--- src/rtl/io_input_handshake_if.sv ---
// CPU-side handshake between the processor datapath and the board input block.
//
// Handshake: input_flag is the request and stays high for as long as the IN
// instruction executes. The responder holds cpu_stall high while the request
// is unserved and raises input_ready for exactly one cycle when user_input
// carries the answer. The transfer happens in that cycle. Dropping input_flag
// or raising halt withdraws the request, and no input_ready follows.
interface io_input_handshake_if #(
  parameter int DATA_WIDTH = 32
);
  logic                  halt;
  logic                  input_flag;
  logic [DATA_WIDTH-1:0] user_input;
  logic                  input_ready;
  logic                  cpu_stall;

  // Processor side: issues the request, consumes the answer.
  modport master (
    output halt,
    output input_flag,
    input  user_input,
    input  input_ready,
    input  cpu_stall
  );

  // Input block side: serves the request.
  modport slave (
    input  halt,
    input  input_flag,
    output user_input,
    output input_ready,
    output cpu_stall
  );
endinterface

--- src/rtl/io_input_handshake.sv ---
// Board input path for the CPU IN instruction. The block synchronizes the
// switches and the confirm key, then debounces the key. It stalls the core
// until the user confirms with a full press/release, and returns the switch
// value zero-extended with a one-cycle input_ready pulse.
module io_input_handshake #(
  parameter int DEBOUNCE_CYCLES = 50000,
  parameter int SW_WIDTH        = 15,
  parameter int DATA_WIDTH      = 32
) (
  input  logic                  clk,
  input  logic                  reset,
  io_input_handshake_if.slave   cpu,
  input  logic [SW_WIDTH-1:0]   SW,
  input  logic                  key_n,
  output logic                  input_waiting,
  output logic [DATA_WIDTH-1:0] preview,
  output logic [2:0]            state_dbg
);

  localparam int CNT_W = (DEBOUNCE_CYCLES > 1) ? $clog2(DEBOUNCE_CYCLES) : 1;
  localparam logic [CNT_W-1:0] CNT_MAX = CNT_W'(DEBOUNCE_CYCLES - 1);

  typedef enum logic [2:0] {
    IDLE         = 3'd0,
    ARMED        = 3'd1,
    WAIT_PRESS   = 3'd2,
    WAIT_RELEASE = 3'd3,
    DONE         = 3'd4
  } state_t;

  state_t                state;
  logic                  key_meta;
  logic                  key_sync;
  logic [SW_WIDTH-1:0]   sw_meta;
  logic [SW_WIDTH-1:0]   sw_sync;
  logic                  key_db;      // debounced key, 1 = released
  logic [CNT_W-1:0]      db_cnt;
  logic                  db_flip;
  logic                  press_evt;
  logic [DATA_WIDTH-1:0] sw_ext;

  assign sw_ext    = {{(DATA_WIDTH - SW_WIDTH){1'b0}}, sw_sync};
  // The debounced key changes on the next edge when this is high.
  assign db_flip   = (key_sync != key_db) && (db_cnt == CNT_MAX);
  // An accepted released->pressed change. The switch value is captured on
  // the same edge that key_db goes low.
  assign press_evt = db_flip && key_db;

  // Two-flop synchronizers for the asynchronous key and switch inputs.
  always_ff @(posedge clk or posedge reset) begin
    if (reset) begin
      key_meta <= 1'b1;
      key_sync <= 1'b1;
      sw_meta  <= '0;
      sw_sync  <= '0;
    end else begin
      key_meta <= key_n;
      key_sync <= key_meta;
      sw_meta  <= SW;
      sw_sync  <= sw_meta;
    end
  end

  // Debounce: accept a new key level only after it has differed for DEBOUNCE_CYCLES cycles.
  always_ff @(posedge clk or posedge reset) begin
    if (reset) begin
      key_db <= 1'b1;
      db_cnt <= '0;
    end else if (key_sync == key_db) begin
      db_cnt <= '0;
    end else if (db_flip) begin
      key_db <= key_sync;
      db_cnt <= '0;
    end else begin
      db_cnt <= db_cnt + CNT_W'(1);
    end
  end

  // Request FSM. An abort (halt or a withdrawn request) overrides every other transition.
  always_ff @(posedge clk or posedge reset) begin
    if (reset) begin
      state          <= IDLE;
      cpu.user_input <= '0;
    end else if ((state != IDLE) && (cpu.halt || !cpu.input_flag)) begin
      state <= IDLE;
    end else begin
      case (state)
        IDLE: begin
          if (cpu.input_flag && !cpu.halt) state <= ARMED;
        end
        // A button still held from a previous transaction must be released
        // first, so one press never satisfies two requests.
        ARMED: begin
          if (key_db) state <= WAIT_PRESS;
        end
        WAIT_PRESS: begin
          if (press_evt) begin
            cpu.user_input <= sw_ext;
            state          <= WAIT_RELEASE;
          end
        end
        WAIT_RELEASE: begin
          if (key_db) state <= DONE;
        end
        DONE: begin
          state <= IDLE;
        end
        default: begin
          state <= IDLE;
        end
      endcase
    end
  end

  // Outputs decoded from the registered state. The stall term in IDLE uses
  // the request itself, so the core freezes in the same cycle it asks.
  always_comb begin
    cpu.input_ready = (state == DONE);
    input_waiting   = (state == ARMED) || (state == WAIT_PRESS) || (state == WAIT_RELEASE);
    cpu.cpu_stall   = !reset &&
                      (((state == IDLE) && cpu.input_flag && !cpu.halt) || input_waiting);
    preview         = sw_ext;
    state_dbg       = state;
  end

endmodule

--- src/flat_wrapper.sv ---
// flat-port wrapper written by rule: the top's interface ports become plain ports
module io_input_handshake_flat 
#(
  parameter int DEBOUNCE_CYCLES = 50000,
  parameter int SW_WIDTH        = 15,
  parameter int DATA_WIDTH      = 32
)
  (clk, reset, SW, key_n, input_waiting, preview, state_dbg, cpu_halt, cpu_input_flag, cpu_user_input, cpu_input_ready, cpu_cpu_stall);
  io_input_handshake_if #(.DATA_WIDTH(DATA_WIDTH)) cpu_i ();
  input  logic clk;
  input  logic reset;
  input  logic [SW_WIDTH-1:0] SW;
  input  logic key_n;
  output logic input_waiting;
  output logic [DATA_WIDTH-1:0] preview;
  output logic [2:0] state_dbg;
  input wire logic [$bits(cpu_i.halt)-1:0] cpu_halt;
  input wire logic [$bits(cpu_i.input_flag)-1:0] cpu_input_flag;
  output wire logic [$bits(cpu_i.user_input)-1:0] cpu_user_input;
  output wire logic [$bits(cpu_i.input_ready)-1:0] cpu_input_ready;
  output wire logic [$bits(cpu_i.cpu_stall)-1:0] cpu_cpu_stall;
  assign cpu_i.halt = cpu_halt;
  assign cpu_i.input_flag = cpu_input_flag;
  assign cpu_user_input = cpu_i.user_input;
  assign cpu_input_ready = cpu_i.input_ready;
  assign cpu_cpu_stall = cpu_i.cpu_stall;
  io_input_handshake #(.DEBOUNCE_CYCLES(DEBOUNCE_CYCLES), .SW_WIDTH(SW_WIDTH), .DATA_WIDTH(DATA_WIDTH)) u_core (.clk(clk), .reset(reset), .cpu(cpu_i), .SW(SW), .key_n(key_n), .input_waiting(input_waiting), .preview(preview), .state_dbg(state_dbg));
endmodule
--- config.mk ---
export PLATFORM = sky130hd
export DESIGN_NAME = io_input_handshake_flat
export DESIGN_NICKNAME = d
export VERILOG_FILES = /design/src/rtl/io_input_handshake_if.sv /design/src/rtl/io_input_handshake.sv /design/src/flat_wrapper.sv
export SDC_FILE = /design/constraint.sdc
export NUM_CORES = 1
export LEC_CHECK = 0
export ABC_AREA = 1
export CAP_MARGIN = 5
export CORE_ASPECT_RATIO = 1.75
export CORE_MARGIN = 2
export CORE_UTILIZATION = 25
export CTS_BUF_LIST = sky130_fd_sc_hd__clkbuf_4 sky130_fd_sc_hd__clkbuf_8
export DETAILED_ROUTE_END_ITERATION = 7
export DONT_BUFFER_PORTS = 1
export HOLD_SLACK_MARGIN = 0.15
export PLACE_DENSITY = 0.36
export SLEW_MARGIN = 20
export SYNTH_ARGS = -nofsm -noshare
export SYNTH_HDL_FRONTEND = slang
export SYNTH_SLANG_ARGS = --single-unit
--- constraint.sdc ---
create_clock -name clk -period 2.9 [get_ports clk]
set_input_delay 0.145 -clock clk [delete_from_list [all_inputs] [get_ports clk]]
set_output_delay 0.145 -clock clk [all_outputs]
set_load 0.02 [all_outputs]
==> PnR_summary.wiki, run 1 <==
{| class="wikitable"
! Metric !! Value
|-
| Post-synthesis register bit count || 67
|-
| Global-route wire length before repair || 9190 um
|-
| Seq. cell area || 0.00168 sq mm
|-
| Mean cell area of the mapped netlist || 10.1 sq um
|-
| Wire length per cell || 12.4 um
|-
| Transition at the pin with the smallest max-transition slack || 0.774 ns
|-
| Multi-input gate area || 881 sq um
|-
| Antenna violations before repair || 0
|-
| Width of the chip || 85.1 um
|-
| Worst slew margin relative to its limit || 0.481
|-
| Cell Pwr Density || 619 mW/mm^2
|-
| Unrepaired setup endpoints after global routing || no
|-
| Proportion of register bits with asynchronous set or reset after synthesis || 1.00
|-
| Total half-perimeter wirelength after legalization and detailed placement || 4150 um
|-
| Number of distinct standard cells referenced by the synthesized netlist || 30
|-
| Drc violations || 0
|-
| Number of antenna repair diodes || 0
|-
| Finish-stage setup viols || 0
|-
| Ys Warns || 0
|-
| Result of the run || completed
|-
| Vias post-DR || 1773
|-
| Most instantiated cells after synthesis || sky130_fd_sc_hd__dfrtp_1 (64), sky130_fd_sc_hd__inv_1 (41), sky130_fd_sc_hd__nand2_1 (39), sky130_fd_sc_hd__buf_4 (34), sky130_fd_sc_hd__nor2_1 (32)
|-
| Growth of design area from synthesis to finish || 14.7%
|-
| Core area || 0.0112 sq mm
|-
| Detailed Route WL || 5600 um
|-
| Seq/Total Area, Yosys || 0.583
|-
| Remaining global-route overflow || 0
|-
| Post-layout net count || 337
|-
| Share of the core filled with cells in the final layout || 0.296
|-
| Number of standard cells after synthesis || 286
|-
| Static leakage power || 1.59 nW
|-
| Gpl congestion || 0.780
|-
| Quantity of gates resized following cts || 0
|-
| Number of cell rows || 51
|-
| Synth area leader || sky130_fd_sc_hd__dfrtp_1
|-
| Number of enable flip-flop cells after synthesis || 0
|-
| Share of final-layout standard cells stronger than drive strength 1 || 0.166
|-
| Leading post-synthesis cells by cell area || sky130_fd_sc_hd__dfrtp_1 (56%), sky130_fd_sc_hd__buf_4 (8.9%), sky130_fd_sc_hd__inv_1 (5.3%)
|-
| Cell area after layout || 0.00330 sq mm
|-
| Maximum number of buffers from clock root to sink || 2
|-
| Reg clk slew, reported paths || 0.06 ns
|-
| IO Pins || 90
|-
| Port Buffers || 0
|-
| Final total negative setup slack || 0 ns
|-
| Setup skew after layout || 0.00556 ns
|-
| Max Fanout on Critical Path || 7
|-
| Number of max-cap violations || 0
|-
| Clock period minus final worst setup slack || 1.89 ns
|-
| Kind of path behind the tightest hold check || in2reg
|-
| Insertion delay to the later sink of the worst-skew pair || 0.34 ns
|-
| VDD IR max || 0.243 mV
|-
| Drt initial violations || 82
|-
| Via count of the first global-routing pass || 1832
|-
| Met1 Wirelength || 2090 um
|-
| Area share of the leading cell type in the synthesized netlist || 0.556
|-
| Sort of element at the start of the critical path || flop
|-
| WS Path Type || reg2out
|-
| Placement Cell Area || 0.00290 sq mm
|-
| Wire length on met3 || 346 um
|-
| Number of pins exceeding their max-slew limit in the final report || 0
|-
| FILL cells || 1168
|-
| Most frequent cell after synthesis || sky130_fd_sc_hd__dfrtp_1
|-
| Most frequently used flop master after synthesis || sky130_fd_sc_hd__dfrtp_1
|-
| Total routing resource utilization after global routing || 0.0959
|-
| Number of hold violations in the final report || 0
|-
| Post-synthesis cell area || 0.00288 sq mm
|-
| DR WL met2 || 3000 um
|-
| Element type at the critical path end || primary output
|-
| Initial core utilization || 0.258
|-
| First-pass DRT Iterations || 4
|-
| TritonCTS clock tree || built
|-
| Root Buffer Master || sky130_fd_sc_hd__clkbuf_8
|-
| Highest metal layer with signal wires || met4
|-
| Average via count per standard cell || 3.92
|-
| Pin count of the biggest net entering global routing || 39
|-
| Worst setup path startpoint || u_core.state_dbg[1]
|-
| Fmax || 0.529 GHz
|-
| Antenna-violating nets left || 0
|-
| Number of buffers inserted during clock tree synthesis || 9
|-
| Required time at the endpoint of the critical path || 2.76 ns
|-
| CTS H-tree lvls || 3
|-
| Origin of the worst min-delay path || cpu_input_flag
|-
| Total clock sinks || 67
|-
| Final period utilization || 0.652
|-
| Critical register-to-register path startpoint || u_core.key_db
|-
| Die span in y || 146 um
|-
| Floorplan die area || 0.0124 sq mm
|-
| WP data arrival || 1.75 ns
|}
[final cells by class]
cell class | instances | area share
inverter | 41 | 0.0466
multi-input combinational | 174 | 0.267
clock inverter | 2 | 0.0106
clock buffer | 13 | 0.0504
sequential | 67 | 0.509
tap | 132 | 0.0500
timing repair buffer | 23 | 0.0674
[through the flow]
stage          total power, mW  instances  worst slack (ns)  hold slack, ns
2_1_floorplan             1.25        319              1.08           0.149
3_3_place_gp              1.26        417              1.12         -0.0698
3_5_place_dp              1.26        417              1.09         -0.0675
4_1_cts                   2.10        452             0.970           0.216
5_1_grt                   2.16        452             0.893           0.243
6_report                  2.04        452              1.01           0.235
[registers in the layout (all words and copies together) (netlist names)]
| signal | flops |
|---|---|
| u_core.sw_sync | 15 |
| u_core.state_dbg | 3 |
| u_core.key_sync | 1 |
| u_core.key_meta | 1 |
| u_core.db_cnt | 16 |
| u_core.key_db | 1 |
| u_core.cpu.user_input | 15 |
| u_core.sw_meta | 15 |
[worst paths after layout]
check                                            end  slack [ns]  cells after the start
min in group asynchronous          u_core.db_cnt[15]        0.34                      3
max reg2reg                u_core.cpu.user_input[13]        1.12                      7
min reg2reg                        u_core.sw_sync[9]        0.35                      0
max                                    cpu_cpu_stall        1.01                      2
max in group asynchronous   u_core.cpu.user_input[2]        1.94                      3
min                              u_core.state_dbg[0]        0.24                      5
[per-layer routing]
layer | GRT usage | vias up
li1 | - | 866
met1 | 0.0986 | 832
met2 | 0.164 | 63
met3 | 0.0346 | 12
met4 | 0.0548 | 0
met5 | 0 | -
[report_power, final]
group	internal, mW	total, mW	switching, mW
sequential	0.974	1.04	0.0622
combinational	0.0635	0.224	0.161
clock	0.457	0.783	0.326
total	1.50	2.04	0.549
[worst max-delay path, stage by stage, from the launching register on]
cell and delay [ns]:
sky130_fd_sc_hd__dfrtp_1 0.56, sky130_fd_sc_hd__inv_1 0.14, sky130_fd_sc_hd__a311oi_1 0.71
[placed cells by master (no fill, tap or decap), drive strengths merged, types with 3 or more instances in the layout]
cell type and n:
nor3 4, dlygate4sd3 20, inv 41, o21ai 21, dfrtp 64, clkbuf 13
nand3 10, conb 34, nor2 33, xor2 5, dfstp 3, buf 3
nand2 50
[cell families after synthesis]
| logic type | after synthesis | synth area share |
|---|---|---|
| fa+ha+maj | 1 | 0.00434 |
| other cells | 1 | 0.00130 |
| compound gates | 26 | 0.0682 |
| flops | 67 | 0.583 |
| xor+xnor | 7 | 0.0213 |
| simple gates | 106 | 0.168 |
| buf+inv | 78 | 0.154 |
[repair_timing]
action / 4_1_cts / 5_1_grt
hold buffers: 20 / 0
hold endpoints to repair: 82 / 0
buffers inserted: 0 / 0
Power figures use the tool's default switching activity.
==> run 2, diff against run 1 <==
- ABC_AREA: 1 -> 0
- clock period: 2.9 -> 1.75 ns (I/O delays scaled with it)
==> run 2 against run 1 <==
- global-route usage increased by 0.37 points
- sequential share of layout area decreased by 0.15 points
- sequential cell count unchanged
- final area increased by 0.30%
- clock skew increased by 0.0027 ns
- via count decreased by 14%
- power increased by 48%
- synthesized cell count decreased by 29%
- critical path depth increased by 3
- wire length decreased by 4.9%
- critical path type is now reg2reg
==> PnR_summary.wiki, run 2 <==
{| class="wikitable"
! Metric !! Value
|-
| Clock period minus final worst setup slack || 1.70 ns
|-
| Number of distinct standard cells referenced by the synthesized netlist || 34 (+13%)
|-
| Global-route wire length before repair || 8790 um (-4.4%)
|-
| Leading post-synthesis cells by cell area || sky130_fd_sc_hd__dfrtp_1 (59%), sky130_fd_sc_hd__buf_4 (9.4%), sky130_fd_sc_hd__mux2_4 (5.5%)
|-
| Required time at the endpoint of the critical path || 2.00 ns (-0.76 ns)
|-
| Unrepaired setup endpoints after global routing || yes
|-
| Post-Synth Adder-Cell Area || 0.00459 (+0.000243)
|-
| Most frequent cell after synthesis || sky130_fd_sc_hd__dfrtp_1
|-
| Main combinational cell family by area after synthesis || simple AND/OR/NAND/NOR gates
|-
| Maximum number of buffers from clock root to sink || 2 (unchanged)
|-
| Maximum single-stage delay on the critical path || 0.42 ns (-0.29 ns)
|-
| Fmax || 0.589 GHz
|-
| Max Fanout on Critical Path || 15 (+8)
|-
| TritonCTS clock tree || built
|-
| Area share of and/or/nand/nor cells after synthesis || 0.130 (-0.0374)
|-
| VDD IR max || 0.470 mV (+94%)
|-
| Most frequently used flop master after synthesis || sky130_fd_sc_hd__dfrtp_1
|-
| Remaining global-route overflow || 0 (unchanged)
|-
| Total routing resource utilization after global routing || 0.0996 (+0.00365)
|-
| Placement Cell Area || 0.00294 sq mm (+1.4%)
|-
| Via count of the first global-routing pass || 1648 (-10%)
|-
| Final period utilization || 0.970
|-
| Sw Share || 0.279 (+0.0101)
|-
| Number of buffers inserted during clock tree synthesis || 9 (unchanged)
|-
| Leading cell type in the layout, fill and taps excluded || sky130_fd_sc_hd__dfrtp_1
|-
| Reg clk slew, reported paths || 0.08 ns (+0.02 ns)
|-
| Transition at the pin with the smallest max-transition slack || 0.498 ns (-0.275 ns)
|-
| Fraction of the mapped netlist area in compound gates || 0.00688 (-0.0613)
|-
| Area share of the leading cell type in the synthesized netlist || 0.587 (+0.0311)
|-
| Ys Warns || 0 (unchanged)
|-
| Share of the core filled with cells in the final layout || 0.310 (+0.0139)
|-
| Floorplan die area || 0.0118 sq mm (-5.1%)
|-
| Static leakage power || 1.54 nW (-3.5%)
|-
| Result of the run || completed
|-
| Proportion of register bits with asynchronous set or reset after synthesis || 1.00 (unchanged)
|-
| Number of pins exceeding their max-slew limit in the final report || 0 (unchanged)
|-
| Number of max-cap violations || 0 (unchanged)
|-
| Cell area after layout || 0.00331 sq mm (+0.30%)
|-
| Cells on worst reg2reg path || 5 (-2)
|-
| Number of standard cells after synthesis || 202 (-29%)
|-
| Insertion delay to the later sink of the worst-skew pair || 0.35 ns (about the same)
|-
| Detailed Route WL || 5320 um (-4.9%)
|-
| Post-layout net count || 272 (-19%)
|-
| Number of enable flip-flop cells after synthesis || 0 (unchanged)
|-
| Internal Power || 2.18 mW (+46%)
|-
| Synth area leader || sky130_fd_sc_hd__dfrtp_1
|-
| Wire length per cell || 13.8 um (+11%)
|-
| Placed cells || 352 (-16%)
|-
| WP data arrival || 1.94 ns (+0.19 ns)
|-
| Share of final-layout standard cells stronger than drive strength 1 || 0.273 (+0.108)
|-
| Total half-perimeter wirelength after legalization and detailed placement || 3820 um (-8.0%)
|-
| Fraction of power consumed by the clock network || 0.397 (+0.014)
|-
| Net switching power of the design || 844 uW (+54%)
|-
| Die span in y || 142 um (-2.6%)
|-
| Antenna violations before repair || 0 (unchanged)
|-
| Average via count per standard cell || 3.97 (+1.2%)
|-
| Max FFs per register || 16 (unchanged)
|-
| Gpl congestion || 0.644 (-17%)
|-
| Root Buffer Master || sky130_fd_sc_hd__clkbuf_8
|-
| Setup Buffers After CTS || 0 (unchanged)
|-
| Worst slew margin relative to its limit || 0.665 (+0.184)
|-
| Element type at the critical path end || flop
|-
| Slowest cell on crit path || sky130_fd_sc_hd__dfrtp_1
|-
| Smallest hold slack || 0.195 ns (-0.0400 ns)
|-
| Overall Power || 3.03 mW (+48%)
|-
| Pin count of the biggest net entering global routing || 41 (+5.1%)
|-
| Seq/Total Area, Yosys || 0.616 (+0.0326)
|-
| Mux share of post-synthesis cell area || 0.0798 (+0.0798)
|-
| Critical register-to-register path startpoint || u_core.db_cnt[12]
|-
| Drt initial violations || 21 (-74%)
|-
| Vias post-DR || 1532 (-14%)
|-
| Crit path cell chain || nor4b_4 -> nand4_4 -> nor3_4 -> buf_12 -> mux2_2
|-
| Commonest non-fill, non-tap cells in the layout || sky130_fd_sc_hd__dfrtp_1 (64), sky130_fd_sc_hd__conb_1 (34), sky130_fd_sc_hd__buf_4 (22)
|-
| Portion of total power attributed to combinational logic || 0.062 (-0.048)
|-
| Width of the chip || 83.0 um (-2.6%)
|-
| XOR/XNOR Fraction of Synth Area || 0.0514 (+0.0301)
|-
| Mean cell area of the mapped netlist || 13.5 sq um (+34%)
|-
| CTS H-tree lvls || 3 (unchanged)
|-
| Number of antenna repair diodes || 0 (unchanged)
|-
| IO Pins || 90 (unchanged)
|-
| Register-to-register setup slack || 0.05 ns (-1.07 ns)
|-
| Sort of element at the start of the critical path || flop
|-
| Worst flop-to-flop path endpoint || u_core.cpu.user_input[2]
|-
| Finish-stage setup viols || 0 (unchanged)
|-
| Antenna-violating nets left || 0 (unchanged)
|-
| Drc violations || 0 (unchanged)
|-
| First-pass DRT Iterations || 4 (unchanged)
|-
| Part of the power in registers || 0.541 (+0.034)
|-
| Most flop-heavy register || u_core.db_cnt
|-
| Post-synthesis cell area || 0.00273 sq mm (-5.3%)
|-
| Core area || 0.0107 sq mm (-4.2%)
|-
| Port Buffers || 0 (unchanged)
|-
| Number of hold violations in the final report || 0 (unchanged)
|-
| Kind of path behind the tightest hold check || in2async
|-
| Total clock sinks || 67 (unchanged)
|-
| FILL cells || 1070 (-8.4%)
|-
| Most instantiated cells after synthesis || sky130_fd_sc_hd__dfrtp_1 (64), sky130_fd_sc_hd__buf_4 (34), sky130_fd_sc_hd__nor2_1 (20), sky130_fd_sc_hd__mux2_4 (10)
|-
| Setup skew after layout || 0.00825 ns (+0.00268 ns)
|-
| Final non-filler cell total || 386 (-15%)
|-
| Post-synthesis register bit count || 67 (unchanged)
|-
| Initial core utilization || 0.255 (-0.00296)
|-
| Number of cell rows || 50 (-2.0%)
|-
| WS Path Type || reg2reg
|-
| Cell Pwr Density || 913 mW/mm^2 (+48%)
|-
| Growth of design area from synthesis to finish || 21.5%
|}
==> run 2: changes by cell type after synthesis, moves of 6 or more <==
cell	before	now
sky130_fd_sc_hd__mux2_2	0	6
sky130_fd_sc_hd__xnor2_1	2	8
sky130_fd_sc_hd__nand2_2	11	0
sky130_fd_sc_hd__nand2_1	39	6
sky130_fd_sc_hd__inv_1	41	4
sky130_fd_sc_hd__mux2_4	0	10
sky130_fd_sc_hd__o21ai_2	15	0
sky130_fd_sc_hd__nor2_1	32	20
==> run 2: cell type report <==
type,count,area [sq um],share of cell area
clock buffer,9,124,0.0374
inverter,4,18.8,0.00566
timing repair buffer,42,385,0.116
clock inverter,7,57.6,0.0174
tap,130,163,0.0491
sequential,67,1680,0.507
multi-input combinational,127,886,0.267
==> run 2: metal layers <==
layer	global-route usage	wire, um
met1	0.0990	1920
met4	0.0569	134
met5	0	0
met2	0.175	2970
met3	0.0389	302
==> run 2: worst max-delay path by stage <==
stage / startpoint / to / slack, ns
after CTS: u_core.db_cnt[12] / u_core.cpu.user_input[0] / 0.02
after global routing: u_core.db_cnt[12] / u_core.cpu.user_input[3] / -0.04
after detailed placement: u_core.db_cnt[12] / u_core.cpu.user_input[2] / 0.05
after floorplan: u_core.db_cnt[12] / u_core.cpu.user_input[10] / -0.02
after global placement: u_core.db_cnt[12] / u_core.cpu.user_input[4] / 0.07
final: u_core.db_cnt[12] / u_core.cpu.user_input[2] / 0.05
==> run 2: cell families after synthesis <==
logic type / after synthesis
flops: 67
compound gates: 2
xor+xnor: 16
other cells: 1
fa+ha+maj: 1
buf+inv: 41
mux: 16
simple gates: 58
==> run 2: critical path: cells and delay by family (launching register included) <==
family | cells | cell delay (ns)
buffers and inverters | 1 | 0.19
flip-flops | 1 | 0.42
multiplexers | 1 | 0.34
AND/OR/NAND/NOR | 3 | 0.63
==> run 2: through the flow <==
step	setup TNS [ns]	setup slack, ns
2_1_floorplan	-0.208	-0.0208
3_3_place_gp	0	0.0734
3_5_place_dp	0	0.0450
4_1_cts	0	0.0242
5_1_grt	-0.272	-0.0406
6_report	0	0.0534
==> run 2: repair_timing <==
action | in CTS | in global routing
setup endpoints to repair | 0 | 13
endpoints found under the hold margin | 82 | 0
hold buffers | 18 | 0
resized for setup | 0 | 2
==> run 2: power groups by stage <==
stage	clock (mW)	combinational (mW)	sequential, mW
after detailed placement	0	0.156	1.67
after CTS	1.27	0.191	1.64
after floorplan	0	0.170	1.67
final	1.20	0.187	1.64
after global routing	1.34	0.207	1.64
after global placement	0	0.157	1.67
